`config.mk`:
```
export PLATFORM = sky130hd
export DESIGN_NAME = demapper_pr
export DESIGN_NICKNAME = d
export VERILOG_FILES = /design/src/rtl/demapper_pr_pkg.sv /design/src/rtl/demapper_pr_demapper.sv /design/src/rtl/demapper_pr.sv
export SDC_FILE = /design/constraint.sdc
export NUM_CORES = 1
export LEC_CHECK = 0
export CORE_MARGIN = 3
export CORE_UTILIZATION = 43
export DETAILED_ROUTE_END_ITERATION = 7
export GPL_ROUTABILITY_DRIVEN = 1
export GPL_TIMING_DRIVEN = 0
export PLACE_DENSITY = 0.88
export SETUP_SLACK_MARGIN = 0.4
export SYNTH_ARGS = -nofsm -noshare
export SYNTH_HDL_FRONTEND = slang
export SYNTH_SLANG_ARGS = --single-unit
```
`constraint.sdc`:
```
create_clock -name clk -period 2 [get_ports clk]
set_input_delay 0.3 -clock clk [delete_from_list [all_inputs] [get_ports clk]]
set_output_delay 0.3 -clock clk [all_outputs]
set_load 0.02 [all_outputs]
```
`src/rtl/demapper_pr_pkg.sv`:
```
// rtl/demapper_pr_pkg.sv - shared constants and slicing helpers for the QAM demapper
package demapper_pr_pkg;

  // Modulation codes as carried on the mod input
  typedef enum logic [1:0] {
    MOD_BPSK  = 2'd0,
    MOD_QPSK  = 2'd1,
    MOD_QAM16 = 2'd2,
    MOD_QAM64 = 2'd3
  } mod_e;

  // Pilot polarity LFSR (x^7+x^4+1) default seed
  localparam logic [6:0] PILOT_SEED_DEFAULT = 7'h7F;

  // Beats carrying a checked pilot: bit b set means beat b is checked
  localparam logic [7:0] PILOT_BEAT_MASK = 8'b0101_0101;
  // Beat whose pilot carries the inverted polarity
  localparam logic [2:0] PILOT_INV_BEAT  = 3'd6;
  localparam logic [2:0] LAST_BEAT       = 3'd7;

  // Slicer decision thresholds; a sample sitting on a threshold goes to the larger magnitude
  localparam logic signed [3:0] TH_0  = 4'sd0;
  localparam logic signed [3:0] TH_P2 = 4'sd2;
  localparam logic signed [3:0] TH_P4 = 4'sd4;
  localparam logic signed [3:0] TH_P6 = 4'sd6;
  localparam logic signed [3:0] TH_N2 = -4'sd2;
  localparam logic signed [3:0] TH_N4 = -4'sd4;
  localparam logic signed [3:0] TH_N6 = -4'sd6;

  function automatic logic is_pilot_beat(input logic [2:0] beat);
    return PILOT_BEAT_MASK[beat];
  endfunction

  // Polarity bit taken from the LFSR taps
  function automatic logic lfsr_bit(input logic [6:0] l);
    return l[6] ^ l[3];
  endfunction

  function automatic logic [6:0] lfsr_next(input logic [6:0] l);
    return {l[5:0], lfsr_bit(l)};
  endfunction

  // 4-level Gray slicer: -3->00, -1->01, +1->11, +3->10
  function automatic logic [1:0] slice_qam16(input logic signed [3:0] v);
    if (v >= TH_P2)     return 2'b10;
    else if (v >= TH_0) return 2'b11;
    else if (v > TH_N2) return 2'b01;
    else                return 2'b00;
  endfunction

  // 8-level Gray slicer: -7..+7 -> 000,001,011,010,110,111,101,100
  function automatic logic [2:0] slice_qam64(input logic signed [3:0] v);
    if (v >= TH_P6)     return 3'b100;
    else if (v >= TH_P4) return 3'b101;
    else if (v >= TH_P2) return 3'b111;
    else if (v >= TH_0)  return 3'b110;
    else if (v > TH_N2)  return 3'b010;
    else if (v > TH_N4)  return 3'b011;
    else if (v > TH_N6)  return 3'b001;
    else                 return 3'b000;
  endfunction

endpackage

```
`src/rtl/demapper_pr_demapper.sv`:
```
// rtl/demapper_pr_demapper.sv - combinational hard-decision slicer for one subcarrier
module demapper_pr_demapper
  import demapper_pr_pkg::*;
(
  input  logic [7:0] x_iq,
  input  logic [1:0] mod,
  output logic [5:0] bits
);

  logic signed [3:0] i_v;
  logic signed [3:0] q_v;

  assign i_v = x_iq[7:4];
  assign q_v = x_iq[3:0];

  // Slice I into the low field and Q into the field above it; unused MSBs stay 0
  always_comb begin
    bits = '0;
    case (mod)
      MOD_BPSK:  bits[0]   = (i_v >= TH_0);
      MOD_QPSK:  bits[1:0] = {(q_v >= TH_0), (i_v >= TH_0)};
      MOD_QAM16: bits[3:0] = {slice_qam16(q_v), slice_qam16(i_v)};
      MOD_QAM64: bits[5:0] = {slice_qam64(q_v), slice_qam64(i_v)};
      default:   bits      = '0;
    endcase
  end

endmodule

```
`src/rtl/demapper_pr.sv`:
```
// rtl/demapper_pr.sv - Rx hard QAM demapper with pilot removal and polarity check
module demapper_pr
  import demapper_pr_pkg::*;
#(
  parameter logic [6:0] PILOT_SEED = PILOT_SEED_DEFAULT,
  parameter int         CNT_W      = 8
) (
  input  logic             clk,
  input  logic             rst,
  input  logic             clear,
  input  logic             run,
  input  logic [1:0]       mod,
  input  logic [51:0]      x_in_rx,
  output logic             valid_rx,
  output logic [17:0]      x0,
  output logic [17:0]      x1,
  output logic             sym_end,
  output logic             pilot_err,
  output logic [CNT_W-1:0] pilot_err_cnt
);

  logic [5:0]       sc_bits [6];
  logic [17:0]      x0_d;
  logic [17:0]      x1_d;

  logic [2:0]       beat;
  logic [6:0]       lfsr;
  logic             err_flag;
  logic [CNT_W-1:0] err_cnt;

  logic [2:0]       beat_eff;
  logic [6:0]       lfsr_eff;
  logic             flag_eff;
  logic [CNT_W-1:0] cnt_eff;
  logic [CNT_W-1:0] cnt_inc;
  logic             exp_sign;
  logic             mismatch;
  logic             flag_acc;
  logic             last_beat;

  // Only the pilot sign bit carries information
  logic             unused_pilot_mag;
  assign unused_pilot_mag = ^x_in_rx[50:48];

  genvar k;
  generate
    for (k = 0; k < 6; k++) begin : g_sc
      demapper_pr_demapper u_sc (
        .x_iq (x_in_rx[8*k +: 8]),
        .mod  (mod),
        .bits (sc_bits[k])
      );
    end
  endgenerate

  // Pack three subcarriers per output word at n bits each, matching the Tx layout
  always_comb begin
    x0_d = '0;
    x1_d = '0;
    case (mod)
      MOD_BPSK: begin
        x0_d = {15'b0, sc_bits[2][0], sc_bits[1][0], sc_bits[0][0]};
        x1_d = {15'b0, sc_bits[5][0], sc_bits[4][0], sc_bits[3][0]};
      end
      MOD_QPSK: begin
        x0_d = {12'b0, sc_bits[2][1:0], sc_bits[1][1:0], sc_bits[0][1:0]};
        x1_d = {12'b0, sc_bits[5][1:0], sc_bits[4][1:0], sc_bits[3][1:0]};
      end
      MOD_QAM16: begin
        x0_d = {6'b0, sc_bits[2][3:0], sc_bits[1][3:0], sc_bits[0][3:0]};
        x1_d = {6'b0, sc_bits[5][3:0], sc_bits[4][3:0], sc_bits[3][3:0]};
      end
      default: begin
        x0_d = {sc_bits[2], sc_bits[1], sc_bits[0]};
        x1_d = {sc_bits[5], sc_bits[4], sc_bits[3]};
      end
    endcase
  end

  // Frame-restart view of the state (clear overrides, so a same-cycle beat becomes beat 0) and pilot check
  always_comb begin
    beat_eff  = clear ? 3'd0 : beat;
    lfsr_eff  = clear ? PILOT_SEED : lfsr;
    flag_eff  = clear ? 1'b0 : err_flag;
    cnt_eff   = clear ? '0 : err_cnt;
    cnt_inc   = (&cnt_eff) ? cnt_eff : cnt_eff + 1'b1;
    exp_sign  = lfsr_bit(lfsr_eff) ^ (beat_eff == PILOT_INV_BEAT);
    mismatch  = is_pilot_beat(beat_eff) & (x_in_rx[51] != exp_sign);
    flag_acc  = flag_eff | mismatch;
    last_beat = (beat_eff == LAST_BEAT);
  end

  // Beat counter, pilot LFSR (advances once per symbol on beat 0) and error bookkeeping
  always_ff @(posedge clk or posedge rst) begin
    if (rst) begin
      beat     <= 3'd0;
      lfsr     <= PILOT_SEED;
      err_flag <= 1'b0;
      err_cnt  <= '0;
    end else if (run) begin
      beat <= beat_eff + 3'd1;
      lfsr <= (beat_eff == 3'd0) ? lfsr_next(lfsr_eff) : lfsr_eff;
      if (last_beat) begin
        err_flag <= 1'b0;
        err_cnt  <= flag_acc ? cnt_inc : cnt_eff;
      end else begin
        err_flag <= flag_acc;
        err_cnt  <= cnt_eff;
      end
    end else begin
      beat     <= beat_eff;
      lfsr     <= lfsr_eff;
      err_flag <= flag_eff;
      err_cnt  <= cnt_eff;
    end
  end

  // Output registers: one-cycle latency, data words hold while idle
  always_ff @(posedge clk or posedge rst) begin
    if (rst) begin
      valid_rx  <= 1'b0;
      x0        <= '0;
      x1        <= '0;
      sym_end   <= 1'b0;
      pilot_err <= 1'b0;
    end else begin
      valid_rx  <= run;
      sym_end   <= run & last_beat;
      pilot_err <= run & last_beat & flag_acc;
      if (run) begin
        x0 <= x0_d;
        x1 <= x1_d;
      end
    end
  end

  assign pilot_err_cnt = err_cnt;

endmodule

```
== Word level (Yosys, flattened, before mapping) ==
Memories as Yosys holds them, arrays and structs flattened.
Index checks and enable logic that the tools add are counted.
Word-level totals
  bits in registers: 58
  memory bits (read-only): 8
  output and inout port bits: 47
  logic and storage cells: 273
  memories: 1
Cells by class
  $add $sub $neg: 2
  magnitude comparators: 85
  eq/ne operators: 6
  multiplexer cells: 160
  bitwise operators: 6
  reduce and logical (&&, ||, !) cells: 4
Memory list
  (name not given): words 8, bits a word 1, rd ports 1, clocked after memory_dff 0, wr ports 0, line demapper_pr_pkg.sv:31  | return PILOT_BEAT_MASK[beat];
Operators by type and width (number)
  2-to-1 mux 3 bit: 74
  one-hot mux 18 bit (3 select lines): 2
  >= comparator 4 bit, second input constant: 24
  2-to-1 mux 2 bit: 30
  >= comparator 4 x 1 -> 1 bit, second input constant: 12
  >= comparator 4 x 3 -> 1 bit, second input constant: 12
  greater-than comparator 4 x 2 -> 1 bit, second input constant: 12
  greater-than comparator 4 x 3 -> 1 bit, second input constant: 12
  greater-than comparator 4 bit, second input constant: 12
  2-to-1 mux 8 bit: 5
  one-hot mux 1 bit (3 select lines): 12
  2-to-1 mux 1 bit: 28
  one-hot mux 2 bit (2 select lines): 6
  2-to-1 mux 7 bit: 3
  adder 8 x 1 -> 8 bit, second input constant: 1
  AND reduction 8 bit: 1
  == test 3 bit, second input constant: 2
  == test 2 bit, second input constant: 2
  less-than comparator 3 x 4 -> 1 bit, second input constant: 1
  adder 3 x 1 -> 3 bit, second input constant: 1
  AND 1 bit: 3
  logical NOT 3 bit: 1
  == test 2 x 1 -> 1 bit, second input constant: 1
  logical NOT 2 bit: 1
  other kinds (4): 5

== Longest topological paths before layout ==
  depth in word-level cells: 10
  depth in mapped cells: 11
  gate-level depth less buffers: 10

== By module ==
From an unflattened synthesis, not the netlist that was laid out.
Second synthesis, totals
  cells, all modules: 485
  area total of the unflattened synthesis: 4150.2 um2
By module, submodules not included
  demapper_pr: times used 1, cells an instance 294, area an instance 2921.6 um2, seq. area each 1460.2 um2
  demapper_pr_demapper (g_sc[1].u_sc ...): times used 4, cells an instance 31, area an instance 209.0 um2, seq. area each 0.0 um2
  demapper_pr_demapper (g_sc[5].u_sc): times used 1, cells an instance 35, area an instance 198.9 um2, seq. area each 0.0 um2
  demapper_pr_demapper (g_sc[0].u_sc): times used 1, cells an instance 32, area an instance 193.9 um2, seq. area each 0.0 um2

== Worst setup path after synthesis ==
OpenSTA, ideal clock, no wires.
  path kind: input to register
  start: input port clear
  end: register err_cnt[6], in the netlist pilot_err_cnt[6]
  library setup time: 0.096 ns
  arrival: 2.108 ns
  data required time: 1.904 ns
  path slack: -0.203 ns
  cell stages on the path: 11
  cells stage by stage: inv_1 > clkbuf_1 > nand2_1 > inv_1 > ha_1 > a21boi_0 > o211a_1 > o32ai_4 > buf_6 > a41oi_2 > a311oi_2
On the way
  longest elaborated chain between the ends: 9
  elaborated cells on any way between the ends: 19
  those cells by class: add/sub: 1; eq/ne: 3; mux: 9; bitwise: 4; reduce/logical: 1; memory: 1
RTL lines
  start, declared: line demapper_pr.sv:10  | input logic clear,
  branches (longest 8 deep; another with memory read (8 x 1 bit))
  2-to-1 mux 8 bit *: line demapper_pr.sv:100  | end else if (run) begin
  end signal, assigned: line demapper_pr.sv:105  | err_cnt <= flag_acc ? cnt_inc : cnt_eff;
  end signal, assigned: line demapper_pr.sv:108  | err_cnt <= cnt_eff;
  end signal, assigned: line demapper_pr.sv:114  | err_cnt <= cnt_eff;
  end, declared: line demapper_pr.sv:29  | logic [CNT_W-1:0] err_cnt;
Mark *: on every way between the ends. The select of a mux whose other input is x is not followed.
A chain may end at the register's enable or synchronous reset.

== Worst setup path after layout ==
  start: register beat[1]
  end: register err_cnt[1], in the netlist pilot_err_cnt[1]
On the way
  longest elaborated chain between the ends: 9
  elaborated cells on any way between the ends: 12
  those cells by class: eq/ne: 3; mux: 5; bitwise: 3; memory: 1
RTL lines
  start, declared: line demapper_pr.sv:26  | logic [2:0] beat;
  start signal, assigned: line demapper_pr.sv:101  | beat <= beat_eff + 3'd1;
  start signal, assigned: line demapper_pr.sv:111  | beat <= beat_eff;
  2-to-1 mux 3 bit *: line demapper_pr.sv:82  | beat_eff = clear ? 3'd0 : beat;
  branches (longest 6 deep; another with memory read (8 x 1 bit))
  2-to-1 mux 8 bit *: line demapper_pr.sv:103  | if (last_beat) begin
  2-to-1 mux 8 bit *: line demapper_pr.sv:100
Marks and branches as above.

==> metrics.yaml <==
status:
  status: "finished, violations left"
  violations: "negative setup slack"
setup_path:
  reg2reg_setup_slack_ns: -0.02
  path_cells: "nand2_4 -> inv_4 -> ha_4 -> and3b_1 -> o211a_1 -> o32ai_4 -> nand3_2 -> mux2_4"
  slowest_stage: "dfrtp_1"
  r2r_end: "pilot_err_cnt[1]"
  critPathBufInv: 1
  max_stage_delay_ns: 0.40
  path_class: "reg -> reg"
  cp_top_family: "compound AO/OA/AOI/OAI gates"
  cp.required_ns: 2.24
  end_kind: "register"
  cp_data_arrival_time_ns: 2.26
  reg2reg_depth: 8
  r2r_start: "beat[1]"
  worstSetupStartpointType: "register"
  cp-startpoint: "beat[1]"
  critPathMaxFanout: 4
detailed_routing:
  post_drt_wl_per_cell_um: 16.9
  drt_iter0_drc: 277
  vias: 3522
  drt_first_pass_iters: 6
  wirelength_mm: 10.2
  via_per_inst: 5.79
  drc_errors: 0
  final_antenna_net_count: 0
clocking:
  cts.path.max_buffers: 2
  cts_root_buffer: "clkbuf_8"
  insertion_delay_ns: 0.35
  cts_buffers: 9
  cts_max_level: 3
  clk_pin_slew_worst_paths_ns: 0.07
  cts.sinks: 58
  cts_tree: "done"
floorplan:
  die_h_um: 95.2
  die_x_um: 95.2
  pin_count: 105
  die-area_um2: 9060
  coreArea_um2: 7490
  start_util_pct: 45.7
  fp-row-count: 31
place:
  routabilityCongestion: 0.887
  placed_cell_area_um2: 4570
  io_buffers: 95
  dpl.hpwl_mm: 7.43
sta:
  slew_headroom_pct: 65.7
  fmax_mhz: 495
  period_needed_ns: 2.02
  hold_viol_final: 0
  skew_ns: 0.00926
  worst_slew_pin_slew_ns: 0.515
  layout_setup_ws_ns: -0.0200
  period_share_pct: 101
  setup_viol: 1
  drv_slew: 0
  rsz0062_at_grt: "true"
layout:
  fill_cells: 608
  final_area_um2: 4850
  layout.nets: 567
  area_delta_synth_final_pct: 41.7
  final_core_util_pct: 64.8
  n_antenna_cell: 0
  drive_gt1_share_pct: 12.8
yosys:
  avgSynthCellArea_um2: 8.77
  synth_flop_cell: "dfrtp_1"
  yosys-top-cells-area: "dfrtp_1, o21ai_0, dfstp_2"
  ys_warn_count: 0
  ys_types: 54
  yosysMostFrequentCell: "dfrtp_1"
  ys_top_cells_by_count: "dfrtp_1, o21ai_0, inv_1"
  netlist_area_um2: 3420
  ys_async_sr_fraction_pct: 100
  ys_ff_latch: 58
  synth_top_area_share_pct: 37.3
  yosysSeqAreaShare_pct: 42.7
  synth_enable_flop_cells: 0
  synth_top_area_cell: "dfrtp_1"
  synth_cells: 390
  synth_fp_nets: 453
global_route:
  grt_pass1_wl_mm: 16.2
  antenna_found_initial: 0
  grt_pass1_vias: 3291
  grt_max_degree: 59
  overflow: 0
  grtUsageTotal_pct: 23.5
hold_path:
  hp-class: "in -> async"
power_and_ir_drop:
  power.density_nw_per_um2: 676
  p_leak_nw: 2.19
  irDropWorstVdd_mv: 0.516
job:
  drv_cap: 0
## worst max-delay path by stage
stage                                   to  depth (start not counted)
after floorplan           pilot_err_cnt[6]                         11
after global placement    pilot_err_cnt[1]                          9
after detailed placement  pilot_err_cnt[1]                          9
after CTS                 pilot_err_cnt[6]                          9
after global routing      pilot_err_cnt[1]                          8
final                     pilot_err_cnt[1]                          8
## power breakdown
group	internal, mW	leakage, nW	switching (mW)
Combinational	0.314	1.34	0.421
Sequential	1.26	0.734	0.0506
Clock	0.731	0.109	0.499
## flip-flops by register name, summed over array words and instances, names as in the netlist
| register | count |
|---|---|
| beat | 3 |
| err_flag | 1 |
| lfsr | 7 |
| pilot_err | 1 |
| pilot_err_cnt | 8 |
| sym_end | 1 |
| valid_rx | 1 |
| x0 | 18 |
| x1 | 18 |
## per-layer routing
metal	up-vias	GRT usage (%)	part of all wire [%]
met5	-	0	0
met4	0	9.74	2.2
met3	21	4.97	8.5
met2	189	37.8	47
met1	1663	30.5	42
li1	1649	-	-
## kinds of logic (layout without fill, tap and decap cells)
group	after synthesis	in the layout	share of synthesized area, %
and+or+nand+nor	108	108	15.3
muxes	13	13	3.99
xor gates and xnor gates	13	13	3.33
buffers and inverters	62	181	7.10
DFF	58	58	42.7
AOI/OAI and AO/OA	131	131	25.8
adders and majority gates	5	5	1.83
## cell type report
class,instances,area (um^2),area share [%]
repair buffers,103,966,19.9
multi-input cells,270,1780,36.8
clock buffers,11,141,2.92
clock inverters,5,77.6,1.60
plain buffers,23,128,2.63
flip-flops and latches,58,1460,30.1
inverters,39,166,3.43
well taps,99,124,2.56
## what timing repair did
action,4_1_cts,5_1_grt
setup buffers,4,2
hold buffers,0,0
resized for setup,58,11
pin swaps,1,2
gates cloned,0,1
endpoints found under the setup margin,91,30
## through the flow
stage / std cells / TNS (ns) / hold slack [ns] / worst slack [ns] / power (mW)
final: 608 / -0.0200 / 0.274 / -0.0200 / 3.28
after global routing: 608 / -0.224 / 0.287 / -0.0686 / 3.42
after CTS: 604 / 0 / 0.384 / 0.0525 / 3.27
after detailed placement: 584 / -11.02 / 0.503 / -0.817 / 2.08
after global placement: 584 / -9.23 / 0.490 / -0.796 / 2.07
after floorplan: 390 / 0 / 0.331 / 0.109 / 1.71
## cell usage in the layout (no fill, tap or decap), drive strengths merged, types with 4 or more instances in the layout
cell,instances
nand2b,4
mux2i,8
nor3,5
inv,36
and3,5
dfstp,7
a21oi,19
o311ai,4
o21ai,40
xnor2,6
mux2,5
xor2,7
dlygate4sd2,45
buf,12
clkinv,4
nand3,10
nand2,27
nor2b,5
o22ai,9
clkbuf,31
dfrtp,51
o31ai,6
nor2,32
nand4,13
o211ai,17
ha,5
a31oi,10
a211o,4
clkdlybuf4s50,48
(Power assumes the default switching activity.)
